--- config.mk ---
export PLATFORM = sky130hd
export DESIGN_NAME = pipe_stage_skid
export DESIGN_NICKNAME = d
export VERILOG_FILES = /design/src/rtl/pipe_stage_skid.sv
export SDC_FILE = /design/constraint.sdc
export NUM_CORES = 1
export LEC_CHECK = 0
export ABC_AREA = 1
export ABC_CLOCK_PERIOD_IN_PS = 3300
export BUFFER_PORTS_ARGS = -buffer_cell sky130_fd_sc_hd__buf_4
export CAP_MARGIN = 15
export CORE_MARGIN = 2
export CORE_UTILIZATION = 55
export CTS_CLUSTER_SIZE = 14
export DETAILED_ROUTE_END_ITERATION = 7
export PLACE_DENSITY = 0.83
export SYNTH_ARGS = -nofsm -noshare
export SYNTH_HDL_FRONTEND = slang
export SYNTH_SLANG_ARGS = --single-unit
--- constraint.sdc ---
create_clock -name clk -period 3.3 [get_ports clk]
set_input_delay 0.33 -clock clk [delete_from_list [all_inputs] [get_ports clk]]
set_output_delay 0.33 -clock clk [all_outputs]
set_load 0.1 [all_outputs]
--- src/rtl/pipe_stage_skid.sv ---
// One-stage pipeline register with a valid/ready handshake between two CPU
// stages. With USE_SKID=1 a second entry absorbs the cycle of latency on the
// ready path, so in_ready is purely registered. Empty entries always carry
// all-zero data so an invalid slot reads as a NOP bubble downstream.
module pipe_stage_skid #(
    parameter int DATA_W   = 64,
    parameter int USE_SKID = 1,
    parameter int CNT_W    = 16
) (
    input  logic              clk,
    input  logic              rst,
    input  logic              flush,
    input  logic              in_valid,
    output logic              in_ready,
    input  logic [DATA_W-1:0] in_data,
    output logic              out_valid,
    input  logic              out_ready,
    output logic [DATA_W-1:0] out_data,
    output logic [1:0]        occupancy,
    output logic [CNT_W-1:0]  stall_cnt
);

    // Saturating increment: the counter sticks at all-ones rather than wrapping.
    function automatic logic [CNT_W-1:0] sat_inc(input logic [CNT_W-1:0] v);
        return (&v) ? v : v + 1'b1;
    endfunction

    logic              main_vld_p1;
    logic [DATA_W-1:0] main_data_p1;
    logic              skid_vld_p1;
    logic [DATA_W-1:0] skid_data_p1;
    logic              in_fire;
    logic              out_fire;

    assign in_fire  = in_valid && in_ready;
    assign out_fire = main_vld_p1 && out_ready;

    if (USE_SKID != 0) begin : g_skid
        // Ready depends only on the skid register, never on out_ready.
        assign in_ready = !skid_vld_p1;

        // Main/skid pair: the valid bits alone encode EMPTY, ONE and TWO.
        always_ff @(posedge clk) begin
            if (rst || flush) begin
                main_vld_p1  <= 1'b0;
                main_data_p1 <= '0;
                skid_vld_p1  <= 1'b0;
                skid_data_p1 <= '0;
            end else if (!main_vld_p1) begin
                if (in_fire) begin
                    main_vld_p1  <= 1'b1;
                    main_data_p1 <= in_data;
                end
            end else if (!skid_vld_p1) begin
                if (out_fire && in_fire) begin
                    main_data_p1 <= in_data;
                end else if (out_fire) begin
                    main_vld_p1  <= 1'b0;
                    main_data_p1 <= '0;
                end else if (in_fire) begin
                    skid_vld_p1  <= 1'b1;
                    skid_data_p1 <= in_data;
                end
            end else if (out_fire) begin
                main_data_p1 <= skid_data_p1;
                skid_vld_p1  <= 1'b0;
                skid_data_p1 <= '0;
            end
        end
    end else begin : g_single
        // Without a skid entry, a full stage accepts only when it drains this cycle.
        assign in_ready     = !main_vld_p1 || out_ready;
        assign skid_vld_p1  = 1'b0;
        assign skid_data_p1 = '0;

        // Single register: load on accept, drop to a zero bubble when drained.
        always_ff @(posedge clk) begin
            if (rst || flush) begin
                main_vld_p1  <= 1'b0;
                main_data_p1 <= '0;
            end else if (in_fire) begin
                main_vld_p1  <= 1'b1;
                main_data_p1 <= in_data;
            end else if (out_fire) begin
                main_vld_p1  <= 1'b0;
                main_data_p1 <= '0;
            end
        end
    end

    assign out_valid = main_vld_p1;
    assign out_data  = main_data_p1;
    assign occupancy = 2'(main_vld_p1) + 2'(skid_vld_p1);

    // Back-pressure counter: survives flush, cleared only by reset.
    always_ff @(posedge clk) begin
        if (rst) begin
            stall_cnt <= '0;
        end else if (main_vld_p1 && !out_ready) begin
            stall_cnt <= sat_inc(stall_cnt);
        end
    end

endmodule

==> flow_summary.yaml, run 1 <==
status:
  status: "finished, final reports clean"
timing:
  fin_worst_skew_ns: 0.0114
  timing.fmax_ghz: 0.376
  min_period_over_period_pct: 80.6
  tns_ns: 0
  post-route-min-period_ns: 2.66
  setup_viol: 0
  tightest_slew_ns: 1.09
  whs_ns: 0.0401
  drv_slew: 0
  hold_violations: 0
  relSlewSlack_pct: 27.2
  rsz0062_at_grt: "no"
clocking:
  cts_tree: "done"
  clk_latency_ns: 0.53
  ctsResizeCount: 0
  ctsRootBufferMaster: "clkbuf_8"
  clockBufferDepth: 2
  clk_pin_slew_ns: 0.06
  numCtsBuffers: 17
  cts_setup_buffers: 0
  ctsHtreeMaxLevel: 4
  hold_buffers: 0
  cts_sinks: 146
layout:
  drive_gt1_share_pct: 21.6
  area_delta_synth_final_pct: 28.1
  layout.cells.most_common_list: "buf_4, dfxtp_1, nand2_1"
  nFillCells: 902
  n_antenna_cell: 0
  final_common_cell: "buf_4"
  nets: 997
routing:
  ant_nets: 0
  routedWlPerCell_um: 14.8
  drc: 0
  first_pass_iters: 5
  finalWirelength_um: 16000
  drt_iter0_markers: 382
  vias_per_cell: 5.61
  vias: 6053
place:
  globalplace.congestion: 0.794
  io_buffers: 152
  dpl.hpwl_um: 9730
critical_path:
  worstSetupStartpoint: "out_valid"
  worstPathMaxFanout: 36
  criticalPathCategory: "flop to flop"
  r2r_start: "out_valid"
  crit_path_end: "skid_data_p1[59]"
  cp-end-kind: "flop"
  cp-start-kind: "flop"
  cpPeakStageDelay_ns: 0.82
  cp_slowest_cell: "clkinv_1"
  cpMostUsedCell: "nand2_1"
  rr_worst_depth: 7
  arrival_ns: 3.04
  r2r_slack_ns: 0.64
  crit_chain: "nand2_1 -> buf_4 -> nand2_1 -> nand2_4 -> clkinv_1 -> nand3_1 -> a21oi_1"
  timing.rr.end: "skid_data_p1[59]"
  worstPathRequired_ns: 3.68
global_route:
  first_global_vias: 5572
  grt_max_degree: 93
  grt_first_pass_wirelength_um: 25800
  antenna_found_initial: 0
  grt.total_usage_pct: 27.3
  grt_overflow: 0
die:
  die_h_um: 109
  io_pins: 153
  die_area_mm2: 0.0119
  start_util_pct: 56.3
  die_x_um: 109
  rows: 38
  coreArea_mm2: 0.0108
synth:
  synth.ff_latch_count: 146
  syn-num-nets: 882
  syn_area_mm2: 0.00607
  synth.top_cell.area_share_pct: 48.1
  avgSynthCellArea_um2: 7.49
  synth_cell_types: 23
  yosysSeqAreaShare_pct: 48.1
  synth_area_leaders: "dfxtp_1, a21oi_1, nand2_1, nand3_1, o21ai_1"
  synthCells: 811
  yosysWarnings: 0
  netlist.top_cell.by_area: "dfxtp_1"
pwr:
  ir_worst_vdd_v: 0.000347
  leakagePower_nw: 3.04
  powerDensity_mw_per_mm2: 554
flow_run:
  maxCapViolCount: 0
worst_hold_path:
  hp-class: "input pin to flop"
worst min-delay path by stage:
| stage | from | endpoint | slack (ns) | cells after the start |
|---|---|---|---|---|
| finish | in_data[30] | out_data[30] | 0.04 | 3 |
| global route | in_data[17] | out_data[17] | 0.04 | 3 |
| detailed placement | skid_data_p1[28] | skid_data_p1[28] | 0.45 | 2 |
| floorplan | skid_data_p1[1] | skid_data_p1[1] | 0.43 | 2 |
| global placement | skid_data_p1[2] | skid_data_p1[2] | 0.44 | 2 |
| CTS | in_data[30] | out_data[30] | 0.03 | 3 |
Yosys cell counts:
cell type  instances
a211oi_1          28
a21oi_1          104
a31oi_1           37
buf_1              4
buf_2             29
clkbuf_1          34
clkinv_1           1
dfxtp_1          146
ha_1               2
inv_1             43
inv_2              1
nand2_1          132
nand2_2            2
nand3_1           82
nand3b_1           2
nand4_1            3
nor2_1            60
o21ai_0           43
o21ai_1           51
o21ai_2            1
or2_1              1
xnor2_1            1
xor2_1             4
metal layers:
metal / vias up / GRT usage (%) / share of wire [%]
met1: 2781 / 34.0 / 43
met5: - / 0 / 0
li1: 3009 / - / -
met3: 34 / 5.38 / 6.6
met2: 229 / 45.7 / 49
met4: 0 / 12.1 / 2.2
through the flow:
step	power, mW	worst slack, ns	instances	cell area (um^2)	util [%]
5_1_grt	4.44	0.420	1079	7780	72.1
4_1_cts	4.32	0.682	1079	7780	72.1
3_5_place_dp	2.54	0.728	1047	7220	66.9
3_3_place_gp	2.54	0.774	1047	7220	66.9
6_report	4.31	0.641	1079	7780	72.1
2_1_floorplan	2.35	0.441	811	6070	-
cells by family (layout without fill, tap and decap cells):
logic type,after synthesis,count (layout),synth area share (%)
fa+ha+maj,2,2,0.412
xor+xnor,5,5,0.721
simple gates,282,282,19.5
flops,146,146,48.1
compound gates,264,264,23.7
buf+inv,112,240,7.52
area by class of cell:
type | count | area [um^2] | share of cell area, %
inverter | 45 | 169 | 2.17
timing repair buffer | 163 | 1220 | 15.7
multi-input combinational | 553 | 2730 | 35.1
sequential | 146 | 2920 | 37.6
clock buffer | 19 | 432 | 5.55
clock inverter | 13 | 126 | 1.62
tap | 140 | 175 | 2.25
flip-flops by register name (all words and copies together), names as in the netlist:
signal and count:
out_data 64, out_valid 1, skid_data_p1 64, stall_cnt 16
skid_vld_p1 1
where the power goes:
part	internal, mW	leakage (nW)	total [mW]	switching (mW)
logic	0.165	1.59	0.661	0.496
clock network	1.03	0.262	1.80	0.772
registers	1.81	1.19	1.84	0.0313
total	3.01	3.04	4.31	1.30
worst max-delay path, delay by kind of cell, from the launching register on:
| family | cells | cell delay (ns) |
|---|---|---|
| buffers and inverters | 2 | 1.14 |
| AND/OR/NAND/NOR | 4 | 0.74 |
| flip-flops | 1 | 0.50 |
| AO/OA/AOI/OAI | 1 | 0.11 |
Power figures use the tool's default switching activity.
==> run 2: changes to the inputs <==
ABC_CLOCK_PERIOD_IN_PS = 2800   (was 3300)
CORE_UTILIZATION = 53   (was 55)
PLACE_DENSITY = 0.81   (was 0.83)
clock period = 2.8 ns   (was 3.3 ns; I/O delays follow)
==> run 2 against run 1 <==
Effect of this change:
- routed wire length up 1.2%
- sequential cell count unchanged
- sequential power up 18%
- combinational power up 19%
- maximum frequency up 25%
==> flow_summary.yaml, run 2 (same netlist as run 1, synthesis figures left out) <==
worst_hold_path:
  min_from: "in_data[31]"
  hp-class: "input pin to flop"
timing:
  fin_worst_skew_ns: 0.00710
  post-route-min-period_ns: 2.13
  relSlewSlack_pct: 32.0
  hold_violations: 0
  min_period_over_period_pct: 76.2
  drv_slew: 0
  timing.fmax_ghz: 0.468
  tightest_slew_ns: 1.01
  tns_ns: 0
  setup_viol: 0
  rsz0062_at_grt: "no"
critical_path:
  worstSetupStartpoint: "out_valid"
  worstPathMaxFanout: 36
  arrival_ns: 2.44
  criticalPathCategory: "flop to flop"
  r2r_slack_ns: 0.67
  r2r_start: "out_valid"
  cpPeakStageDelay_ns: 0.77
  cp_slowest_cell: "clkinv_1"
  rr_worst_depth: 6
  timing.rr.end: "skid_data_p1[38]"
  crit_path_end: "skid_data_p1[38]"
  worstPathRequired_ns: 3.11
  cpMostUsedCell: "nand2_1"
  worst-path-buf-inv: 1
  crit_chain: "nand2_1 -> nand2_1 -> nand2_2 -> clkinv_1 -> nand3_1 -> a21oi_1"
  cp_num_cells: 6
  cp-start-kind: "flop"
  cp-end-kind: "flop"
  cp_top_family: "buffers and inverters"
clocking:
  clk_pin_slew_ns: 0.06
  clockBufferDepth: 2
  ctsResizeCount: 0
  cts_sinks: 146
  ctsHtreeMaxLevel: 4
  ctsRootBufferMaster: "clkbuf_16"
  cts_setup_buffers: 0
  cts_tree: "done"
  numCtsBuffers: 17
  clk_latency_ns: 0.43
  hold_buffers: 0
place:
  dpl.hpwl_um: 9750
  globalplace.congestion: 0.826
  place_area_mm2: 0.00726
  io_buffers: 152
  dp.cells: 1052
die:
  io_pins: 153
  die_h_um: 111
  rows: 39
  start_util_pct: 53.6
  coreArea_mm2: 0.0113
  die_x_um: 111
  die_area_mm2: 0.0123
layout:
  fin_area_mm2: 0.00780
  nFillCells: 977
  final_cells: 1084
  final_common_cell: "buf_4"
  ff_latch_area_mm2: 0.00292
  fin_util_pct: 68.9
  area_delta_synth_final_pct: 28.5
  nets: 999
  layout.cells.most_common_list: "buf_4, dfxtp_1, nand2_1"
  n_antenna_cell: 0
  drive_gt1_share_pct: 21.6
  multiInputGateArea_mm2: 0.00273
global_route:
  grt_overflow: 0
  grt_max_degree: 93
  first_global_vias: 5461
  grt.total_usage_pct: 26.1
  antenna_found_initial: 0
  grt_first_pass_wirelength_um: 26400
status:
  status: "finished, final reports clean"
pwr:
  leakagePower_nw: 3.05
  ir_worst_vdd_v: 0.000484
  powerDensity_mw_per_mm2: 647
routing:
  drc: 0
  vias_per_cell: 5.57
  routedWlPerCell_um: 15.0
  finalWirelength_um: 16200
  vias: 6041
  first_pass_iters: 5
  drt_iter0_markers: 600
  ant_nets: 0
flow_run:
  maxCapViolCount: 0
==> run 2: layout make-up <==
class,instances,share of cell area [%]
Clock buffer,22,5.82
Clock inverter,10,1.11
Inverter,45,2.17
Multi-Input combinational cell,553,34.9
Sequential cell,146,37.5
Tap cell,143,2.29
Timing Repair Buffer,165,16.2
==> run 2: power breakdown <==
part / switching, mW / internal (mW) / total [mW]
clock network: 0.849 / 1.23 / 2.08
registers: 0.0352 / 2.14 / 2.17
logic: 0.589 / 0.201 / 0.789
total: 1.47 / 3.57 / 5.05
==> run 2: layer usage <==
metal	GRT usage, %	vias up	wire length [um]
met2	41.5	218	7620
met5	0	-	0
met1	34.2	2772	7140
met4	10.5	0	358
li1	-	3019	-
met3	6.34	32	1100
==> run 2: how the worst min path moves through the flow <==
stage | to | slack [ns] | depth (start not counted)
global placement | skid_data_p1[14] | 0.45 | 2
finish | out_data[31] | 0.09 | 3
CTS | out_data[16] | 0.08 | 3
floorplan | out_data[11] | 0.42 | 2
global route | out_data[47] | 0.09 | 3
detailed placement | skid_data_p1[24] | 0.45 | 2
==> run 2: worst min-delay path, stage by stage <==
cell	delay [ns]
buf_4	0.08
a21oi_1	0.05
nor2_1	0.07
==> run 2: through the flow <==
step / setup slack [ns] / hold slack [ns] / total power [mW]
2_1_floorplan: 0.206 / 0.418 / 2.77
6_report: 0.665 / 0.0862 / 5.05
3_5_place_dp: 0.699 / 0.448 / 3.00
3_3_place_gp: 0.751 / 0.446 / 3.00
4_1_cts: 0.675 / 0.0784 / 5.07
5_1_grt: 0.483 / 0.0870 / 5.23
